## config.mk

```make
export PLATFORM = sky130hd
export DESIGN_NAME = sync_fifo
export DESIGN_NICKNAME = d
export VERILOG_FILES = /design/src/rtl/sync_fifo_pkg.sv /design/src/rtl/sync_fifo_dp_ram.sv /design/src/rtl/sync_fifo.sv
export SDC_FILE = /design/constraint.sdc
export NUM_CORES = 1
export LEC_CHECK = 0
export CORE_MARGIN = 5
export CORE_UTILIZATION = 65
export CTS_BUF_LIST = sky130_fd_sc_hd__clkbuf_4
export DETAILED_ROUTE_END_ITERATION = 6
export PLACE_DENSITY = 0.86
export SLEW_MARGIN = 15
export SYNTH_ARGS = -nofsm -noshare
export SYNTH_HDL_FRONTEND = slang
export SYNTH_HIERARCHICAL = 1
export SYNTH_SLANG_ARGS = --single-unit
export TNS_END_PERCENT = 30
```

## constraint.sdc

```tcl
create_clock -name clk -period 7.3 [get_ports clk]
set_clock_uncertainty 0.15 [all_clocks]
set_input_delay 1.46 -clock clk [delete_from_list [all_inputs] [get_ports clk]]
set_output_delay 1.46 -clock clk [all_outputs]
set_load 0.02 [all_outputs]
```

## src/rtl/sync_fifo_pkg.sv

```systemverilog
// Shared defaults and read-mode encoding for the single-clock FIFO.
package sync_fifo_pkg;

   // Default geometry.
   localparam int DEF_DATA_WIDTH        = 32;
   localparam int DEF_ADDR_WIDTH        = 3;
   localparam int DEF_ALMOST_FULL_LEVEL = 6;

   // Read-mode encoding.
   localparam int SHOW_AHEAD_OFF = 0;   // q updates on the edge after rdreq
   localparam int SHOW_AHEAD_ON  = 1;   // head word presented without rdreq

endpackage

```

## src/rtl/sync_fifo_dp_ram.sv

```systemverilog
// Simple dual-port RAM: synchronous write port, registered read port.
// The q register clears on aclr; the storage array itself is never reset.
module dp_ram #(
   parameter int DATA_WIDTH = 32,
   parameter int ADDR_WIDTH = 3
) (
   input  logic                  wrclock,
   input  logic                  rdclock,
   input  logic                  aclr,
   input  logic [DATA_WIDTH-1:0] data,
   input  logic [ADDR_WIDTH-1:0] wraddress,
   input  logic                  wren,
   input  logic [ADDR_WIDTH-1:0] rdaddress,
   input  logic                  rden,
   output logic [DATA_WIDTH-1:0] q
);

   logic [DATA_WIDTH-1:0] mem [2**ADDR_WIDTH];

   // Write port: store the word at wraddress when wren is high.
   always_ff @(posedge wrclock) begin
      if (wren) mem[wraddress] <= data;
   end

   // Read port: capture the addressed word when rden is high, hold otherwise.
   always_ff @(posedge rdclock or posedge aclr) begin
      if (aclr)      q <= '0;
      else if (rden) q <= mem[rdaddress];
   end

endmodule

```

## src/rtl/sync_fifo.sv

```systemverilog
// Single-clock FIFO with occupancy count, almost-full threshold, sticky
// overflow/underflow flags and a selectable normal or show-ahead read port.
module sync_fifo
   import sync_fifo_pkg::*;
#(
   parameter int DATA_WIDTH        = DEF_DATA_WIDTH,
   parameter int ADDR_WIDTH        = DEF_ADDR_WIDTH,
   parameter int ALMOST_FULL_LEVEL = DEF_ALMOST_FULL_LEVEL,
   parameter int SHOW_AHEAD        = SHOW_AHEAD_OFF
) (
   input  logic                  clk,
   input  logic                  rst,
   input  logic [DATA_WIDTH-1:0] data,
   input  logic                  wrreq,
   input  logic                  rdreq,
   output logic [DATA_WIDTH-1:0] q,
   output logic                  empty,
   output logic                  full,
   output logic                  almost_full,
   output logic [ADDR_WIDTH:0]   usedw,
   output logic                  overflow,
   output logic                  underflow
);

   localparam logic [ADDR_WIDTH:0] DEPTH_W = {1'b1, {ADDR_WIDTH{1'b0}}};
   localparam logic [ADDR_WIDTH:0] AF_W    = (ADDR_WIDTH+1)'(ALMOST_FULL_LEVEL);

   // Pointers carry a wrap bit and roll over modulo 2*DEPTH. rd_ptr is the
   // RAM fetch pointer: in show-ahead mode it runs ahead of the pop point by
   // the words held in the prefetch stages, so occupancy is tracked in usedw.
   logic [ADDR_WIDTH:0]   wr_ptr, rd_ptr;
   logic                  wr_acc;    // write accepted this cycle
   logic                  pop;       // read accepted this cycle
   logic                  fetch;     // RAM read issued this cycle
   logic [DATA_WIDTH-1:0] ram_q;

   // full/almost_full come from the registered count. With usedw == DEPTH the
   // RAM never holds more than DEPTH unfetched words, so no slot is overwritten.
   assign full        = (usedw == DEPTH_W);
   assign almost_full = (usedw >= AF_W);
   assign wr_acc      = wrreq & ~full;
   assign pop         = rdreq & ~empty;

   dp_ram #(
      .DATA_WIDTH (DATA_WIDTH),
      .ADDR_WIDTH (ADDR_WIDTH)
   ) u_ram (
      .wrclock   (clk),
      .rdclock   (clk),
      .aclr      (1'b0),
      .data      (data),
      .wraddress (wr_ptr[ADDR_WIDTH-1:0]),
      .wren      (wrreq & ~full),
      .rdaddress (rd_ptr[ADDR_WIDTH-1:0]),
      .rden      (fetch),
      .q         (ram_q)
   );

   // Pointer and occupancy bookkeeping; a simultaneous write and pop leave usedw unchanged.
   always_ff @(posedge clk) begin
      if (rst) begin
         wr_ptr <= '0;
         rd_ptr <= '0;
         usedw  <= '0;
      end else begin
         if (wr_acc) wr_ptr <= wr_ptr + 1'b1;
         if (fetch)  rd_ptr <= rd_ptr + 1'b1;
         case ({wr_acc, pop})
            2'b10:   usedw <= usedw + 1'b1;
            2'b01:   usedw <= usedw - 1'b1;
            default: usedw <= usedw;
         endcase
      end
   end

   // Sticky error flags: set on any dropped request, cleared only by reset.
   always_ff @(posedge clk) begin
      if (rst) begin
         overflow  <= 1'b0;
         underflow <= 1'b0;
      end else begin
         if (wrreq & full)  overflow  <= 1'b1;
         if (rdreq & empty) underflow <= 1'b1;
      end
   end

   if (SHOW_AHEAD == SHOW_AHEAD_OFF) begin : g_normal
      // The RAM read register is the output register. It is not reset, so q
      // is masked to zero until the first pop after reset.
      logic q_vld;

      assign fetch = pop;
      assign empty = (usedw == '0);
      assign q     = q_vld ? ram_q : '0;

      // Remember whether ram_q has been loaded since reset.
      always_ff @(posedge clk) begin
         if (rst)      q_vld <= 1'b0;
         else if (pop) q_vld <= 1'b1;
      end

   end else begin : g_show_ahead
      // Two-stage prefetch: stage 1 is the RAM read register (ram_q), stage 2
      // is q_reg. A word written into an empty FIFO is fetched one edge later
      // and lands in q_reg the edge after that. With both stages full a pop
      // moves stage 1 forward and refetches in the same cycle, sustaining one
      // read per clock.
      logic                  s1_vld, s2_vld;
      logic                  load;      // stage 1 -> stage 2 transfer
      logic                  ram_has;   // unfetched words remain in RAM
      logic [DATA_WIDTH-1:0] q_reg;

      assign ram_has = (rd_ptr != wr_ptr);
      assign load    = s1_vld & (~s2_vld | pop);
      assign fetch   = ram_has & (~s1_vld | load);
      assign empty   = ~s2_vld;
      assign q       = q_reg;

      // Prefetch stage valids and the show-ahead output register.
      always_ff @(posedge clk) begin
         if (rst) begin
            s1_vld <= 1'b0;
            s2_vld <= 1'b0;
            q_reg  <= '0;
         end else begin
            s1_vld <= fetch | (s1_vld & ~load);
            if (load) begin
               s2_vld <= 1'b1;
               q_reg  <= ram_q;
            end else if (pop) begin
               s2_vld <= 1'b0;
            end
         end
      end
   end

endmodule

```

==> impl_metrics.json, run 1 <==
{
  "outcome": "finished, final reports clean",
  "cp_data_arrival_time_ns": 4.39,
  "maxSlewHeadroom": 0.199,
  "layout.nets": 894,
  "hold_viol": 0,
  "io_pins": 77,
  "floorplan.die.height_microns": 146,
  "max_cap_violations": 0,
  "filler_cell_count": 1031,
  "final_cell_area_sq_um": 13900,
  "post_layout_minimum_cycle_time_ns": 4.00,
  "route.detailed.wl_per_inst_microns": 21.3,
  "reg2regPathDepth": 8,
  "drive_above_1_share": 0.161,
  "area_delta_synth_final_pct": 14.9,
  "timing.critical_path.from_type": "input port",
  "setup.worst_path.end_class": "flip-flop",
  "path_class": "in -> reg",
  "syn_nets": 781,
  "cts.sink_count": 301,
  "synth_seq_cells": 301,
  "post_synth.cell_area_avg_sq_um": 16.4,
  "place_area_sq_um": 12900,
  "netlist_instances": 739,
  "hp-start": "overflow$_SDFFE_PP0P_",
  "reg_to_reg_slack_setup_ns": 4.03,
  "total_of_cells_resized_after_clock_tree_synthesis": 0,
  "cts_inserted_buffers": 72,
  "grt_pass1_vias": 7387,
  "h_tree_depth": 3,
  "n_antenna_cell": 0,
  "cts_tree": "done",
  "timing.critical_path.to": "usedw[3]$_SDFFE_PP0P_",
  "total_grt_overflow": 0,
  "final-max-slew-violation-count": 0,
  "detailedRoute.firstPassIterationCount": 4,
  "global_route_wire_length_before_repair_mm": 38.2,
  "antenna_violating_nets_post_route": 0,
  "ctsLongestPathBuffers": 3,
  "synth.lib_cells_used.distinct": 37,
  "synth-async-reset-ratio": 0.106,
  "post_synth_instance_area_sq_um": 12100,
  "dominantRegCellSynth": "edfxtp_1",
  "max-vdd-ir-drop_v": 0.000509,
  "synthesis.yosys.warnings": 6,
  "path_cells": "clkdlybuf4s50_1, o41a_2, buf_4, ha_1, ha_1, a21oi_1, a21oi_1, or4_1, a21oi_1",
  "synth_sequential_area_ratio": 0.723,
  "cts.repair_timing.setup_buffer_count": 0,
  "initial_utilization": 0.667,
  "placement.io_buffers": 76,
  "rsz0062_at_grt": "no",
  "critical_path_required_ns": 7.69,
  "cts_root_buf": "clkbuf_4",
  "cp_max_fo": 69,
  "synth_enable_flop_cells": 256,
  "routabilityCongestion": 0.777,
  "number_of_flip_flops_in_the_largest_register": 256,
  "slowest_delay_ns": 0.62,
  "crit-reg2reg-launch": "usedw[0]$_SDFFE_PP0P_",
  "floorplan.rows": 49,
  "grtUsageTotal": 0.227,
  "worst_skew_pair.late_latency_ns": 0.64,
  "worst_path_max_delay_cell": "buf_4",
  "drt_first_iter_violations": 435,
  "via_per_inst": 6.04,
  "cp_common_cell": "a21oi_1",
  "vias": 6850,
  "postCtsHoldBufs": 0,
  "floorplan.die.width_microns": 146,
  "dpl.hpwl_mm": 12.8,
  "cts.reportedPaths.clkPinSlew_ns": 0.06,
  "cp-startpoint": "rdreq",
  "clock.fmax_mhz": 250,
  "grt_max_degree": 76,
  "tightest_slew_ns": 1.20,
  "share_of_the_clock_period_used_by_the_worst_path_after_layout": 0.548,
  "worst_r2r_endpoint": "usedw[3]$_SDFFE_PP0P_",
  "setup_violations": 0,
  "drc": 0,
  "drt-total-wl_mm": 24.1,
  "antenna_violations_before_repair": 0,
  "dieArea_sq_um": 21400,
  "hp-class": "reg -> reg",
  "placeable_core_area_sq_um": 18100,
  "setup-tns-final_ns": 0,
  "p_per_area_nw_per_um2": 341,
  "cellLeakagePower_uw": 0.00490
}
==> logic make-up after synthesis <==
logic type                 after synthesis  synth area share
muxes                                   97            0.0802
DFF                                    301             0.723
xor gates and xnor gates                 6           0.00434
AOI/OAI and AO/OA                      107            0.0750
and+or+nand+nor                        168            0.0802
buffers and inverters                   53            0.0300
other                                    1          0.000310
adders and majority gates                6           0.00683
==> synthesized netlist by cell type, types with 13 or more instances <==
cell type,number,area [sq um]
a211o_1,32,280
a22oi_1,32,240
a41o_1,32,320
and2_1,32,200
buf_6,15,169
clkbuf_1,15,56.3
dfrtp_1,32,801
dfxtp_1,13,260
edfxtp_1,256,7690
mux2i_1,97,971
nand3_1,34,170
nor2_1,20,75.1
nor2b_1,65,407
==> cell type report <==
class / count / area, sq um / share of cell area
clock buffers: 116 / 871 / 0.0626
clock inverters: 12 / 71.3 / 0.00513
inverters: 6 / 22.5 / 0.00162
multi-input cells: 385 / 3050 / 0.219
flip-flops and latches: 301 / 8750 / 0.629
well taps: 229 / 287 / 0.0206
repair buffers: 86 / 856 / 0.0615
==> metrics by stage <==
step                      power (uW)  cells   util  setup slack [ns]  hold WS, ns
after floorplan                 3100    739      -              2.82        0.341
after global placement          3330   1006  0.713              2.95        0.309
after detailed placement        3400   1006  0.713              2.70        0.312
after CTS                       4770   1134  0.765              3.03        0.330
after global routing            4980   1135  0.766              3.17        0.368
final                           4740   1135  0.766              3.30        0.329
==> layer usage <==
metal | part of all wire | track usage | up-vias
li1 | - | - | 3121
met1 | 0.40 | 0.283 | 3405
met2 | 0.51 | 0.389 | 278
met3 | 0.064 | 0.0521 | 46
met4 | 0.019 | 0.0908 | 0
met5 | 0 | 0 | -
==> worst max-delay path, delay by kind of cell <==
family	cells	cell delay (ns)
AO/OA/AOI/OAI	4	0.67
adder cells (fa/ha/maj)	2	0.66
buffers and inverters	2	1.10
AND/OR/NAND/NOR	1	0.49
==> worst min path at each step <==
| stage | depth (start not counted) | endpoint |
|---|---|---|
| floorplan | 2 | wr_ptr[1]$_SDFFE_PP0P_ |
| global placement | 2 | overflow$_SDFFE_PP0P_ |
| detailed placement | 2 | overflow$_SDFFE_PP0P_ |
| CTS | 2 | underflow$_SDFFE_PP0P_ |
| global route | 2 | overflow$_SDFFE_PP0P_ |
| finish | 2 | overflow$_SDFFE_PP0P_ |
==> cells in the final DEF, fill, tap and decap left out, types with 11 or more instances in the layout <==
cell and n:
edfxtp_1 256, nand3_1 34, a211o_1 32, dfrtp_1 32
dfxtp_1 11, a41o_1 32, clkdlybuf4s50_1 76, clkbuf_4 116
nor2_1 14, nor2b_1 64, and2_1 32, a22oi_1 32
mux2i_1 97
==> where the power goes <==
part | internal (uW) | switching, uW
combinational | 532 | 650
sequential | 2050 | 145
clock | 752 | 606
Power figures use the tool's default switching activity.
==> run 2, diff against run 1 <==
- CORE_UTILIZATION: 65 -> 61
- PLACE_DENSITY: 0.86 -> 0.82
- clock period: 7.3 -> 3.7 ns (I/O delays scaled with it)
==> run 2 against run 1 <==
Global-route usage is essentially flat; hold slack gained 0.0054 ns; cell area is 1.6% higher; highest routed layer unchanged; via count up 0.96%; critical endpoint is now full; clock-buffer cell count grew 6; routed wire length rose by 2.3%; flip-flop and latch count unchanged; worst setup slack got worse by 2.9 ns; core utilization is 4.3 points lower; critical path type is now reg -> out.
==> impl_metrics.json, run 2 (synthesized netlist as in run 1, its figures left out) <==
{
  "worst_skew_pair.late_latency_ns": 0.67,
  "hp-start": "underflow$_SDFFE_PP0P_",
  "cts.sink_count": 301,
  "drive_above_1_share": 0.182,
  "postCtsHoldBufs": 0,
  "route.detailed.wl_per_inst_microns": 20.7,
  "rsz0062_at_grt": "no",
  "grt_max_degree": 69,
  "max_cap_violations": 0,
  "share_of_the_clock_period_used_by_the_worst_path_after_layout": 0.885,
  "drc": 0,
  "post_layout_minimum_cycle_time_ns": 3.28,
  "setup_violations": 0,
  "area_delta_synth_final_pct": 16.8,
  "path_class": "reg -> out",
  "clock.fmax_mhz": 305,
  "grt_pass1_vias": 7468,
  "final-max-slew-violation-count": 0,
  "dieArea_sq_um": 22800,
  "floorplan.die.width_microns": 151,
  "hp-class": "reg -> reg",
  "placement.io_buffers": 76,
  "setup.worst_path.end_class": "output port",
  "ctsLongestPathBuffers": 3,
  "crit-reg2reg-launch": "usedw[3]$_SDFFE_PP0P_",
  "reg2regPathDepth": 8,
  "p_per_area_nw_per_um2": 672,
  "vias": 6916,
  "max-vdd-ir-drop_v": 0.000693,
  "cts_tree": "done",
  "maxSlewHeadroom": 0.334,
  "cellLeakagePower_uw": 0.00500,
  "cp_data_arrival_time_ns": 2.39,
  "total_of_cells_resized_after_clock_tree_synthesis": 0,
  "reg_to_reg_slack_setup_ns": 0.84,
  "number_of_flip_flops_in_the_largest_register": 256,
  "outcome": "finished, final reports clean",
  "critical_path_required_ns": 2.81,
  "drt_first_iter_violations": 575,
  "fin_worst_hold_slack_ns": 0.335,
  "grtUsageTotal": 0.227,
  "placeable_core_area_sq_um": 19500,
  "drt-total-wl_mm": 24.7,
  "h_tree_depth": 3,
  "floorplan.rows": 51,
  "min_delay_worst_endpoint": "underflow$_SDFFE_PP0P_",
  "via_per_inst": 5.80,
  "total_grt_overflow": 0,
  "finalCoreUtilization": 0.724,
  "cts_inserted_buffers": 74,
  "routabilityCongestion": 0.805,
  "layout_commonest_cell": "edfxtp_1",
  "cp_max_fo": 7,
  "timing.hold.worst_path_depth": 2,
  "cts_root_buf": "clkbuf_4",
  "worst_r2r_endpoint": "usedw[3]$_SDFFE_PP0P_",
  "hold_viol": 0,
  "tightest_slew_ns": 0.999,
  "floorplan.die.height_microns": 151,
  "timing.critical_path.from_type": "flip-flop",
  "initial_utilization": 0.620,
  "detailedRoute.firstPassIterationCount": 5,
  "global_route_wire_length_before_repair_mm": 39.3,
  "layout_common_cells": "256 x edfxtp_1, 122 x clkbuf_4, 97 x mux2i_1, 76 x clkdlybuf4s50_1, 64 x nor2b_1",
  "dpl.hpwl_mm": 14.6,
  "io_pins": 77,
  "cts.repair_timing.setup_buffer_count": 0,
  "layout.nets": 909,
  "cts.reportedPaths.clkPinSlew_ns": 0.06,
  "antenna_violating_nets_post_route": 0,
  "antenna_violations_before_repair": 1
}
[run 2: final cells by class]
type                            instances  area (sq um)
Tap cell                              265           332
Multi-Input combinational cell        385          3050
Timing Repair Buffer                   99           996
Inverter                                6          22.5
Antenna cell                            1          2.50
Clock inverter                         14          58.8
Clock buffer                          122           916
Fill cell                            1274          5390
Sequential cell                       301          8750
[run 2: how the worst max path moves through the flow]
stage | to | slack (ns) | cells past startpoint | startpoint
after floorplan | u_ram/mem[4][0]$_DFFE_PP_ | -0.09 | 5 | usedw[0]$_SDFFE_PP0P_
after global placement | usedw[3]$_SDFFE_PP0P_ | 0.61 | 8 | wrreq
after detailed placement | usedw[3]$_SDFFE_PP0P_ | 0.47 | 8 | wrreq
after CTS | full | 0.35 | 3 | usedw[3]$_SDFFE_PP0P_
after global routing | full | 0.28 | 3 | usedw[3]$_SDFFE_PP0P_
final | full | 0.42 | 3 | usedw[3]$_SDFFE_PP0P_
[run 2: per-layer routing]
layer  GRT usage  vias to the layer above  part of all wire  wire [microns]
li1            -                     3155                 -               -
met1       0.289                     3479              0.41           10100
met2       0.373                      240              0.51           12500
met3      0.0536                       42             0.064            1570
met4       0.102                        0             0.023             566
met5           0                        -                 0               0
[run 2: stage by stage]
step	power [uW]	area [sq um]	setup WS, ns	std cells	TNS [ns]
3_3_place_gp	6680	13200	0.613	1056	0
2_1_floorplan	6120	12100	-0.0911	739	-2.92
3_5_place_dp	6790	13200	0.473	1056	0
5_1_grt	9990	14100	0.275	1193	0
6_report	9490	14100	0.425	1193	0
4_1_cts	9580	14100	0.350	1192	0
[run 2: worst max-delay path, stage by stage, from the launching register on]
cell	delay [ns]
dfxtp_1	0.46
or4b_4	0.55
inv_1	0.10
clkdlybuf4s50_1	0.61
[run 2: power by group]
part / switching (uW) / internal (uW) / total (uW)
Sequential: 311 / 4040 / 4350
Clock: 1250 / 1490 / 2740
Combinational: 1290 / 1110 / 2390
==> RTL edit: new RTL, config.mk and constraints of run 2 <==
Set the package constant `DEF_ADDR_WIDTH` to 2 (it was 3).
--- a/src/rtl/sync_fifo_pkg.sv
+++ b/src/rtl/sync_fifo_pkg.sv
@@ -5,3 +5,3 @@
    localparam int DEF_DATA_WIDTH        = 32;
-   localparam int DEF_ADDR_WIDTH        = 3;
+   localparam int DEF_ADDR_WIDTH        = 2;
    localparam int DEF_ALMOST_FULL_LEVEL = 6;
Ports: changed (resized usedw); port bits go from 77 to 76. The function was not compared with the original's and may differ.
==> RTL edit against run 2 <==
- count of clock-buffer cells in the layout decreased by 105
- synthesized cell count decreased by 46%
- sequential cell count decreased by 131
- non-clock buffer count decreased by 12
- area after synthesis decreased by 44%
- power decreased by 46%
- clock power decreased by 68%
- design area decreased by 44%
- critical path depth unchanged
- setup slack improved by 0.13 ns
- fmax increased by 4.1%
- routed wire length decreased by 49%
- first-iteration DRC count decreased by 63%
==> RTL edit: results (changes against run 2) <==
* Outcome: finished, final reports clean
* First-pass GRT wire length at 20340 um (-48%)
* Vias at 3565 (-48%)
* H-Tree Depth at 4 (+1)
* Net Count, Synth at 436 (-44%)
* Reg-to-reg slack, setup at 1.33 ns (+0.49 ns)
* Diodes inserted at 0 (-1)
* Post-CTS Resized at 0 (unchanged)
* Placed insts at 605 (-43%)
* Number of flops mapped to enable cells by yosys at 128 (-50%)
* Share of post-route cells with drive strength above 1 at 16.30% (-1.9 points)
* Hold Crit Start: underflow
* I/O Buffers at 75 (-1.3%)
* Initial DRT Pass Iterations at 4 (-1)
* Initial antenna violation count at 0 (-1)
* DR WL met2 at 6763 um (-46%)
* Routed len/inst at 19.91 um (-3.7%)
* Vias in the first global route at 3924 (-47%)
* Yosys warns at 6 (unchanged)
* Gpl congestion at 0.7644 (-5.0%)
* Worst Reg-to-Reg Cells at 8 (unchanged)
* Root Driver: clkbuf_4
* Flip-flop count of the largest register after layout at 128 (-50%)
* Post-synth top cells: edfxtp_1 (128), mux2i_1 (64), and2_1 (33), nand2b_1 (33), dfrtp_1 (32)
* Leakage Power at 2.675 nW (-47%)
* Clock latency on the worst-skew pair at 0.52 ns (-0.15 ns)
* Finished Layout Cells at 637 (-47%)
* Clock-pin slew on the worst setup and hold paths at 0.13 ns (+0.07 ns)
* 1st-iter DRT viols at 215 (-63%)
* Layout Nets at 522 (-43%)
* Synth area leaders: edfxtp_1 (56%), dfrtp_1 (12%), mux2i_1 (9.4%)
* Post-synthesis sequential area ratio at 70.94% (-1.4 points)
* End point of the worst hold path: underflow
* Met3 WL post-DR at 665 um (-58%)
* GRT Resource Usage Total at 20.61% (-2.1 points)
* Worst min path class: reg -> reg
* R2R Path Start: usedw[2]
* Top Metal Used: met4
* Yosys cell types at 34 (-8.1%)
* Worst reg2reg path endpoint: usedw[2]
* Worst slew pin tran at 0.5546 ns (-0.4446 ns)
* Largest net degree at the start of global routing at 33 (-52%)
* Metal-1 WL at 5170 um (-49%)
* Gate Count Post-Synth at 398 (-46%)
* Worst EP arrival at 2.26 ns (-0.13 ns)
* Async SR Flop Fraction at 18.82% (+8.2 points)
* Hold path cells at 2 (unchanged)
* Hpwl dp at 8121 um (-44%)
* Congestion Overflow GR at 0 (unchanged)
* Worst-path fanout max at 19 (+12)
* CTS buffer count at 17 (-77%)
* # Post-CTS Setup Buffers at 0 (unchanged)
* IR drop worst, VDD at 530.2 uV (-24%)
* CTS Buffer Depth at 2 (-1)
RTL edit: changes by cell type after synthesis, moves of 10 or more:
cell / delta
a41o_1: -32
nor2_1: -10
nand3_1: -34
buf_6: -11
nor2b_1: -64
mux2i_1: -33
o221ai_2: +30
edfxtp_1: -128
a22oi_1: -32
nand2b_1: +30
a211o_1: -32
RTL edit: final cells by class:
| class | instances | area (um^2) |
|---|---|---|
| fill | 726 | 2928 |
| multi-input combinational | 203 | 1810 |
| sequential | 170 | 4848 |
| timing repair buffer | 87 | 878.3 |
| clock inverter | 15 | 101.3 |
| clock buffer | 17 | 127.6 |
| inverter | 5 | 18.77 |
| tap | 140 | 175.2 |
RTL edit: how the worst max path moves through the flow:
stage	slack, ns	to	cells past startpoint	start
after floorplan	0.65	u_ram/mem[2][0]	4	wrreq
after global placement	0.83	usedw[2]	8	rdreq
after detailed placement	0.76	u_ram/q[0]	6	rdreq
after CTS	0.47	q[28]	3	g_normal.q_vld
after global routing	0.31	q[28]	3	g_normal.q_vld
final	0.55	q[28]	3	g_normal.q_vld
RTL edit: metrics by stage:
stage | worst slack (ns) | area (um^2) | utilization (%) | hold slack (ns)
after floorplan | 0.6521 | 6834 | - | 0.3058
after global placement | 0.8269 | 7731 | 71.01 | 0.3034
after detailed placement | 0.7551 | 7731 | 71.01 | 0.3044
after CTS | 0.4671 | 7960 | 73.11 | 0.3326
after global routing | 0.3070 | 7960 | 73.11 | 0.3651
final | 0.5542 | 7960 | 73.11 | 0.3277
RTL edit: report_power, final:
group,switching (W),internal (W),total [W],leakage [nW]
sequential,0.000239,0.00239,0.00263,1.66
combinational,0.000854,0.000769,0.00162,0.899
clock,0.000611,0.000264,0.000874,0.121
RTL edit: kinds of logic (layout without fill, tap and decap cells):
family                   after synthesis  count (layout)  share of synthesized area, %
flip-flops                           170             170                         70.94
AND/OR/NAND/NOR                       90              90                         7.970
multiplexers                          65              65                         9.600
AO/OA/AOI/OAI                         42              42                         7.640
buffers and inverters                 25             124                         2.931
XOR/XNOR                               3               3                        0.3848
adder cells (fa/ha/maj)                2               2                        0.4763
other                                  1               1                       0.05491
RTL edit: layer usage:
| metal | vias to the layer above | track usage, % |
|---|---|---|
| li1 | 1686 | - |
| met1 | 1775 | 26.24 |
| met2 | 100 | 35.40 |
| met3 | 4 | 4.648 |
| met4 | 0 | 6.729 |
| met5 | - | 0 |
RTL edit: critical path, cell delays in order, from the launching register on:
cell,delay (ns)
dfxtp_1,0.62
buf_4,0.32
and2_1,0.19
clkdlybuf4s50_1,0.61
